`config.mk`:
```
export PLATFORM = sky130hd
export DESIGN_NAME = gray_bin_updown_counter
export DESIGN_NICKNAME = d
export VERILOG_FILES = /design/src/rtl/gray_bin_updown_counter.sv
export SDC_FILE = /design/constraint.sdc
export NUM_CORES = 1
export LEC_CHECK = 0
export ABC_AREA = 1
export BUFFER_PORTS_ARGS = -buffer_cell sky130_fd_sc_hd__buf_2
export CELL_PAD_IN_SITES_DETAIL_PLACEMENT = 1
export CELL_PAD_IN_SITES_GLOBAL_PLACEMENT = 2
export CORE_AREA = 2 2 52 54
export CTS_CLUSTER_SIZE = 25
export DETAILED_ROUTE_END_ITERATION = 10
export DIE_AREA = 0 0 54 56
export GPL_ROUTABILITY_DRIVEN = 0
export HOLD_SLACK_MARGIN = 0.1
export PLACE_DENSITY_LB_ADDON = 0.1
export RECOVER_POWER = 50
export SLEW_MARGIN = 20
export SYNTH_ARGS = -nofsm -noshare
export SYNTH_HDL_FRONTEND = slang
export SYNTH_SLANG_ARGS = --single-unit
```
`constraint.sdc`:
```
create_clock -name clk -period 1.9 [get_ports clk]
set_input_delay 0.38 -clock clk [delete_from_list [all_inputs] [get_ports clk]]
set_output_delay 0.38 -clock clk [all_outputs]
set_load 0.03 [all_outputs]
```
`src/rtl/gray_bin_updown_counter.sv`:
```
// Parametrised up/down counter with registered binary and gray outputs,
// synchronous clear, binary or gray parallel load, and overflow/bound flags.
module gray_bin_updown_counter #(
    parameter int unsigned WIDTH     = 4,
    parameter bit          WRAP      = 1'b1,
    parameter bit          LOAD_GRAY = 1'b0
) (
    input  logic             clk,
    input  logic             rst,
    input  logic             clr,
    input  logic             load,
    input  logic [WIDTH-1:0] load_val,
    input  logic             en,
    input  logic             up_dn,
    output logic [WIDTH-1:0] bin_count,
    output logic [WIDTH-1:0] gray_count,
    output logic             ovf,
    output logic             at_bound
);

    localparam logic [WIDTH-1:0] MAX = {WIDTH{1'b1}};

    logic [WIDTH-1:0] r_bin;
    logic [WIDTH-1:0] r_gray;
    logic             r_ovf;
    logic             r_at_bound;

    logic [WIDTH-1:0] w_g2b;
    logic [WIDTH-1:0] w_load_bin;
    logic [WIDTH-1:0] w_bin_d;
    logic [WIDTH-1:0] w_gray_d;
    logic             w_ovf_d;
    logic             w_at_bound_d;

    // Each binary bit is the XOR of all gray bits at or above it.
    always_comb begin
        w_g2b = '0;
        for (int i = 0; i < int'(WIDTH); i++) begin
            w_g2b[i] = ^(load_val >> i);
        end
    end

    assign w_load_bin = LOAD_GRAY ? w_g2b : load_val;

    always_comb begin
        w_bin_d = r_bin;
        w_ovf_d = 1'b0;
        if (clr) begin
            w_bin_d = '0;
        end else if (load) begin
            w_bin_d = w_load_bin;
        end else if (en) begin
            if (up_dn) begin
                if (r_bin == MAX) begin
                    w_ovf_d = 1'b1;
                    w_bin_d = WRAP ? '0 : MAX;
                end else begin
                    w_bin_d = r_bin + WIDTH'(1);
                end
            end else begin
                if (r_bin == '0) begin
                    w_ovf_d = 1'b1;
                    w_bin_d = WRAP ? MAX : '0;
                end else begin
                    w_bin_d = r_bin - WIDTH'(1);
                end
            end
        end
    end

    assign w_gray_d     = w_bin_d ^ (w_bin_d >> 1);
    // Bound is judged on the pre-edge count, so it trails the count by one edge.
    assign w_at_bound_d = up_dn ? (r_bin == MAX) : (r_bin == '0);

    always_ff @(posedge clk or negedge rst) begin
        if (!rst) begin
            r_bin      <= '0;
            r_gray     <= '0;
            r_ovf      <= 1'b0;
            r_at_bound <= 1'b0;
        end else begin
            r_bin      <= w_bin_d;
            r_gray     <= w_gray_d;
            r_ovf      <= w_ovf_d;
            r_at_bound <= w_at_bound_d;
        end
    end

    assign bin_count  = r_bin;
    assign gray_count = r_gray;
    assign ovf        = r_ovf;
    assign at_bound   = r_at_bound;

endmodule
```
==> results by group, run 1 <==
Critical path
  – Worst path cell trace: inv_1 > ha_1 > xor2_1 > o21ai_1 > nand3_2 > xor2_1
  – Worst r2r dst: gray_count[1]
  – Standard cell with the maximum stage delay on the critical path: sky130_fd_sc_hd__dfrtp_1
  – Reg2Reg Launch Point: bin_count[0]
  – Cells on worst reg2reg path: 6
  – Largest delay contributor family on the critical path: flip-flops
  – Sort of element at the end of the critical path: register
  – Crit path required time: 2.04 ns
  – Kind of critical path: register to register
  – CP max stage delay: 0.45 ns
  – Nature of the critical path startpoint: register
  – Biggest fanout along the worst timing path: 6
  – Reg-to-reg slack, setup: 0.24 ns
  – Buffers plus inverters on the worst setup path: 1
  – CP dominant cell by count: sky130_fd_sc_hd__xor2_1
  – Critical path arrival: 1.80 ns
  – Count of cell instances traversed by the critical path: 6

Clock tree
  – CTS tree: built
  – Insertion delay of the later-clocked pin in the worst-skew pair: 0.25 ns
  – Number of clock sinks: 9
  – Clock buffers created by TritonCTS: 3
  – Post-CTS repair timing setup buffer count: 0
  – CTS clk-pin slew, worst paths: 0.06 ns
  – Master cell of the clock root buffer: sky130_fd_sc_hd__clkbuf_4
  – Clock Path Buffers: 2
  – H-tree lvl count: 1
  – Total of cells resized after clock tree synthesis: 0

Timing
  – Unrepaired setup endpoints after global routing: false
  – Worst Max-Slew Pin Slew: 0.463 ns
  – Hold slack: 0.336 ns
  – Worst-case clock skew: 0.000489 ns
  – Total setup violations reported at the end of the flow: 0
  – TNS Setup: 0 ns
  – Tightest slew margin relative to the limit: 69.1%
  – Hold violation total from the final report: 0
  – Count of final max-slew check failures: 0
  – Peak Freq: 602 MHz
  – Least setup slack across all paths after layout: 0.238 ns
  – Final period utilization: 87.5%
  – Min cycle time layout: 1.66 ns

Min path
  – Hold path startpoint: clr
  – Path category of the worst min-delay check: primary input to register
  – Endpoint, Worst Hold: ovf
  – Number of instances on the worst hold path: 2

Route
  – Antenna viol nets, final: 0
  – Vias per cell: 4.18
  – Number of violations reported at the end of detailed-routing iteration 0: 2
  – Aggregate routed wire length: 1520 um
  – Detail-routed net length per standard cell: 11.7 um
  – Number of detailed-routing iterations run before antenna repair: 3
  – DRC viols: 0
  – Via count: 544

Synth
  – Synthesis Warnings: 0
  – Post-synthesis sequential area ratio: 36.9%
  – Complex-gate fraction of the synthesized area: 7.38%
  – Combinational family with the most area after synthesis: simple AND/OR/NAND/NOR gates
  – Synth cell types: 20
  – Total nets after synthesis: 91
  – Netlist Area Pre-Place: 611 um^2
  – Count leader, synth: sky130_fd_sc_hd__inv_1
  – Simple-gate portion of the synthesized area: 29.7%
  – Avg Synthesized Cell Area: 7.83 um^2
  – Number of cells produced by synthesis: 78
  – Adder-cell share of the synthesized area: 6.15%
  – Cell types with the largest area share after synthesis: sky130_fd_sc_hd__dfrtp_1, sky130_fd_sc_hd__inv_1, sky130_fd_sc_hd__nand2_1
  – Most frequently used flop master after synthesis: sky130_fd_sc_hd__dfrtp_1
  – Share of the synthesized area in the top cell type: 36.9%
  – Fraction of registers with async set or reset after synthesis: 100%
  – Cell taking the most area after synthesis: sky130_fd_sc_hd__dfrtp_1
  – Top cell types by occurrence after synthesis: sky130_fd_sc_hd__inv_1, sky130_fd_sc_hd__nand2_1, sky130_fd_sc_hd__dfrtp_1
  – Flop and latch count out of synthesis: 9
  – Number of enable flip-flop cells after synthesis: 0
  – Post-synthesis mux area share: 0%
  – Xor/xnor cell area share of the yosys netlist: 5.74%

Status
  – Run status: finished clean

Floorplan
  – Floorplan die height: 56 um
  – Initial core utilization: 25.1%
  – I/O pin total: 20
  – Placement Rows: 18
  – Floorplan die width: 54 um
  – Area of the placeable core: 2430 um^2
  – Die ar.: 3020 um^2

Power
  – Power density relative to cell area: 721 nW/um^2
  – Static Leak: 0.443 nW
  – Peak supply drop: 0.539 mV

Global route
  – Number of antenna violations at the first check in global routing: 0
  – Overall fraction of global-route tracks in use: 11.3%
  – Number of global-route vias before repair: 563
  – Maximum number of pins on one net before global-route repair: 10
  – Congestion Overflow GR: 0
  – First-pass GRT wire length: 2500 um

Placed design
  – Port-buffer cells: 19
  – Final HPWL DP: 1290 um
  – Setup slack at placement: 0.250 ns

Finish
  – Number of fillers in the final layout: 320
  – Area growth from synthesis to layout: 23.6%
  – Flip-flop and latch area: 225 um^2
  – Share of post-route cells with drive strength above 1: 27.0%
  – Number of nets in the layout: 114
  – Final standard cell utilization of the core: 31.0%
  – N_diodes: 0
  – Multi-input gate area: 299 um^2

Run
  – Max-capacitance violation count: 0
-- layer usage --
| metal | share of wire (%) | track usage, % | routed length [um] |
|---|---|---|---|
| met1 | 45 | 13.6 | 677 |
| met2 | 50 | 19.9 | 753 |
| met3 | 4.7 | 2.96 | 72 |
| met4 | 0.92 | 2.14 | 14 |
| met5 | 0 | 0 | 0 |
-- per-stage QoR --
step           power [W]  instances  area (um^2)
2_1_floorplan   0.000356         78          611
5_1_grt         0.000588        130          754
6_report        0.000544        130          754
4_1_cts         0.000558        130          761
3_3_place_gp    0.000410        125          724
3_5_place_dp    0.000413        125          724
-- worst max path at each step --
stage,startpoint,to,slack (ns)
2_1_floorplan,bin_count[0],gray_count[1],0.19
3_3_place_gp,bin_count[0],gray_count[1],0.30
3_5_place_dp,bin_count[0],gray_count[0],0.25
4_1_cts,bin_count[0],gray_count[0],0.22
5_1_grt,bin_count[1],gray_count[0],0.09
6_report,bin_count[0],gray_count[1],0.24
-- layout make-up --
type	count	share of cell area, %
multi-input cells	49	39.6
flip-flops and latches	9	29.9
repair buffers	20	13.1
inverters	18	8.96
well taps	30	4.98
clock buffers	4	3.48
-- kinds of logic after synthesis --
kind of cell	count (synthesis)
xor+xnor	4
buf+inv	20
fa+ha+maj	3
compound gates	9
flops	9
simple gates	33
-- layout by cell type (no fill, tap or decap), types with 4 or more instances in the layout --
cell type                  count
sky130_fd_sc_hd__nand3_1       7
sky130_fd_sc_hd__nor2_1        4
sky130_fd_sc_hd__inv_1        16
sky130_fd_sc_hd__clkbuf_1      6
sky130_fd_sc_hd__o21ai_0       4
sky130_fd_sc_hd__nand2_1      11
sky130_fd_sc_hd__buf_2        14
sky130_fd_sc_hd__dfrtp_1       9
sky130_fd_sc_hd__xor2_1        4
-- power breakdown --
part,switching (W),internal [W]
logic,0.000117,0.0000556
registers,0.0000204,0.000210
clock network,0.0000602,0.0000805
total,0.000198,0.000346
-- what timing repair did --
action,in CTS,in global routing
setup endpoints to repair,0,0
hold endpoints to repair,9,0
hold buffers,1,0
-- sequential cells by signal (all words and copies together) (netlist names) --
signal      count
at_bound        1
ovf             1
bin_count       4
gray_count      3
Note: power is estimated with default switching activity, not from simulation.
==> run 2, diff against run 1 <==
--- a/config.mk
+++ b/config.mk
@@ -5,14 +5,14 @@
 export SDC_FILE = /design/constraint.sdc
 export NUM_CORES = 1
 export LEC_CHECK = 0
-export ABC_AREA = 1
+export ABC_AREA = 0
 export BUFFER_PORTS_ARGS = -buffer_cell sky130_fd_sc_hd__buf_2
 export CELL_PAD_IN_SITES_DETAIL_PLACEMENT = 1
 export CELL_PAD_IN_SITES_GLOBAL_PLACEMENT = 2
-export CORE_AREA = 2 2 52 54
+export CORE_AREA = 2 2 49 51
 export CTS_CLUSTER_SIZE = 25
 export DETAILED_ROUTE_END_ITERATION = 10
-export DIE_AREA = 0 0 54 56
+export DIE_AREA = 0 0 51 53
 export GPL_ROUTABILITY_DRIVEN = 0
 export HOLD_SLACK_MARGIN = 0.1
 export PLACE_DENSITY_LB_ADDON = 0.1
==> run 2 against run 1 <==
Routed wire length up 5.7%. Non-clock buffer count rose by 8. Largest cell class unchanged. Register-to-register slack worse by 0.21 ns. Combinational power increased by 21%. Core utilization increased by 6.0 points. Sequential power fell by 3%. Design area rose by 5.3%. Area after synthesis shrank 5.5%. Final cell count down 13%. Critical endpoint unchanged. Synthesized cell count is 27% lower.
==> results by group, run 2 <==
Clock tree
  – Master cell of the clock root buffer: sky130_fd_sc_hd__clkbuf_4
  – CTS tree: built
  – Clock buffers created by TritonCTS: 3
  – Insertion delay of the later-clocked pin in the worst-skew pair: 0.26 ns
  – CTS clk-pin slew, worst paths: 0.06 ns
  – H-tree lvl count: 1
  – Number of clock sinks: 9
  – Clock Path Buffers: 2

Floorplan
  – I/O pin total: 20
  – Initial core utilization: 26.8%
  – Area of the placeable core: 2150 um^2
  – Floorplan die width: 51 um
  – Placement Rows: 17
  – Die ar.: 2700 um^2
  – Floorplan die height: 53 um

Timing
  – Total setup violations reported at the end of the flow: 0
  – Hold violation total from the final report: 0
  – Worst Max-Slew Pin Slew: 0.485 ns
  – Final period utilization: 98.3%
  – Tightest slew margin relative to the limit: 67.7%
  – Count of final max-slew check failures: 0
  – Peak Freq: 535 MHz
  – Worst-case clock skew: 0.00263 ns
  – Hold slack: 0.367 ns
  – Unrepaired setup endpoints after global routing: true
  – Min cycle time layout: 1.87 ns

Global route
  – Congestion Overflow GR: 0
  – First-pass GRT wire length: 2320 um
  – Maximum number of pins on one net before global-route repair: 10
  – Number of antenna violations at the first check in global routing: 0
  – Number of global-route vias before repair: 496
  – Overall fraction of global-route tracks in use: 12.2%

Critical path
  – Cells on worst reg2reg path: 7
  – Worst r2r dst: gray_count[1]
  – Critical path arrival: 2.01 ns
  – Crit path required time: 2.04 ns
  – Reg2Reg Launch Point: bin_count[0]
  – Nature of the critical path startpoint: register
  – Biggest fanout along the worst timing path: 4
  – Reg-to-reg slack, setup: 0.03 ns
  – Sort of element at the end of the critical path: register
  – Kind of critical path: register to register

Finish
  – Share of post-route cells with drive strength above 1: 43.5%
  – Most used cells in the layout excluding fill and tap cells: sky130_fd_sc_hd__buf_2, sky130_fd_sc_hd__buf_4, sky130_fd_sc_hd__a21oi_1, sky130_fd_sc_hd__dfrtp_1, sky130_fd_sc_hd__clkbuf_1
  – Area growth from synthesis to layout: 37.7%
  – Largest register FFs: 4
  – Number of fillers in the final layout: 264
  – Post-layout instance area: 795 um^2
  – Number of nets in the layout: 99
  – Commonest non-fill, non-tap cell in the layout: sky130_fd_sc_hd__buf_2
  – N_diodes: 0

Synth
  – Share of the synthesized area in the top cell type: 39.0%
  – Post-synthesis sequential area ratio: 39.0%
  – Synth cell types: 27
  – Count leader, synth: sky130_fd_sc_hd__dfrtp_1
  – Fraction of registers with async set or reset after synthesis: 100%
  – Total nets after synthesis: 70
  – Avg Synthesized Cell Area: 10.1 um^2
  – Most frequently used flop master after synthesis: sky130_fd_sc_hd__dfrtp_1
  – Cell types with the largest area share after synthesis: sky130_fd_sc_hd__dfrtp_1, sky130_fd_sc_hd__ha_1, sky130_fd_sc_hd__a21oi_1
  – Number of enable flip-flop cells after synthesis: 0
  – Synthesis Warnings: 0
  – Number of cells produced by synthesis: 57
  – Top cell types by occurrence after synthesis: sky130_fd_sc_hd__dfrtp_1, sky130_fd_sc_hd__a21oi_1, sky130_fd_sc_hd__inv_1, sky130_fd_sc_hd__nor2_1, sky130_fd_sc_hd__ha_1
  – Netlist Area Pre-Place: 577 um^2
  – Cell taking the most area after synthesis: sky130_fd_sc_hd__dfrtp_1
  – Flop and latch count out of synthesis: 9

Min path
  – Endpoint, Worst Hold: ovf
  – Path category of the worst min-delay check: primary input to register
  – Hold path startpoint: clr
  – Number of instances on the worst hold path: 2

Route
  – Number of detailed-routing iterations run before antenna repair: 4
  – Detail-routed net length per standard cell: 14.2 um
  – Aggregate routed wire length: 1600 um
  – Via count: 523
  – Vias per cell: 4.63
  – Antenna viol nets, final: 0
  – Number of violations reported at the end of detailed-routing iteration 0: 3
  – DRC viols: 0

Power
  – Power density relative to cell area: 736 nW/um^2
  – Static Leak: 0.380 nW
  – Peak supply drop: 0.273 mV

Placed design
  – Port-buffer cells: 19
  – Final HPWL DP: 1170 um
  – Post-place instance area: 707 um^2

Status
  – Run status: finished clean

Run
  – Max-capacitance violation count: 0
-- run 2: worst max-delay path by stage --
stage / startpoint / endpoint / slack, ns / cells after the start
final: bin_count[0] / gray_count[1] / 0.03 / 7
after global routing: bin_count[0] / gray_count[1] / -0.02 / 7
after CTS: bin_count[1] / gray_count[1] / 0.007 / 7
after detailed placement: bin_count[1] / gray_count[1] / -0.003 / 7
after global placement: bin_count[1] / gray_count[1] / 0.03 / 7
after floorplan: bin_count[0] / gray_count[1] / 0.008 / 7
-- run 2: final cells by class --
class / instances / area (um^2) / area share [%]
flip-flops and latches: 9 / 228 / 28.7
clock buffers: 4 / 26.3 / 3.31
well taps: 28 / 35.0 / 4.41
multi-input cells: 39 / 323 / 40.6
repair buffers: 28 / 159 / 20.0
inverters: 5 / 23.8 / 2.99
-- run 2: cells by family after synthesis --
| family | share of synthesized area [%] |
|---|---|
| multiplexers | 6.07 |
| adder cells (fa/ha/maj) | 6.51 |
| flip-flops | 39.0 |
| AO/OA/AOI/OAI | 17.6 |
| buffers and inverters | 9.33 |
| XOR/XNOR | 6.07 |
| AND/OR/NAND/NOR | 15.4 |
-- run 2: critical path, stage by stage (launching register included) --
cell and delay, ns:
sky130_fd_sc_hd__dfrtp_2 0.44, sky130_fd_sc_hd__inv_4 0.09, sky130_fd_sc_hd__ha_4 0.15, sky130_fd_sc_hd__nand2b_4 0.06
sky130_fd_sc_hd__a221oi_2 0.21, sky130_fd_sc_hd__a311oi_1 0.07, sky130_fd_sc_hd__or3_4 0.42, sky130_fd_sc_hd__mux2_4 0.30
-- run 2: report_power, final --
part           switching [W]  internal, W  total (W)
Clock              0.0000683    0.0000810   0.000149
Sequential         0.0000143     0.000211   0.000225
Combinational       0.000121    0.0000884   0.000210
Total               0.000204     0.000381   0.000585
-- run 2: per-layer routing --
metal / global-route usage, % / vias up / wire [um]
met1: 14.7 / 256 / 689
met3: 2.54 / 2 / 63
met4: 6.76 / 0 / 21
met5: 0 / - / 0
li1: - / 249 / -
met2: 20.1 / 16 / 829
-- run 2: what timing repair did --
| item | 4_1_cts | 5_1_grt |
|---|---|---|
| resized for setup | 0 | 5 |
| endpoints found under the hold margin | 9 | 0 |
| buffers inserted | 1 | 3 |
| hold buffers | 1 | 0 |
| pin swaps | 0 | 1 |
| endpoints found under the setup margin | 1 | 1 |
-- run 2: per-stage QoR --
stage                     setup WS [ns]  total power [W]  utilization, %  setup TNS (ns)  cells
after global placement           0.0283         0.000420            32.9               0    104
final                            0.0324         0.000585            37.0               0    113
after detailed placement       -0.00266         0.000419            32.9        -0.00266    104
after floorplan                 0.00842         0.000360               -               0     57
after global routing            -0.0171         0.000625            37.0         -0.0171    113
after CTS                       0.00684         0.000573            34.9               0    110
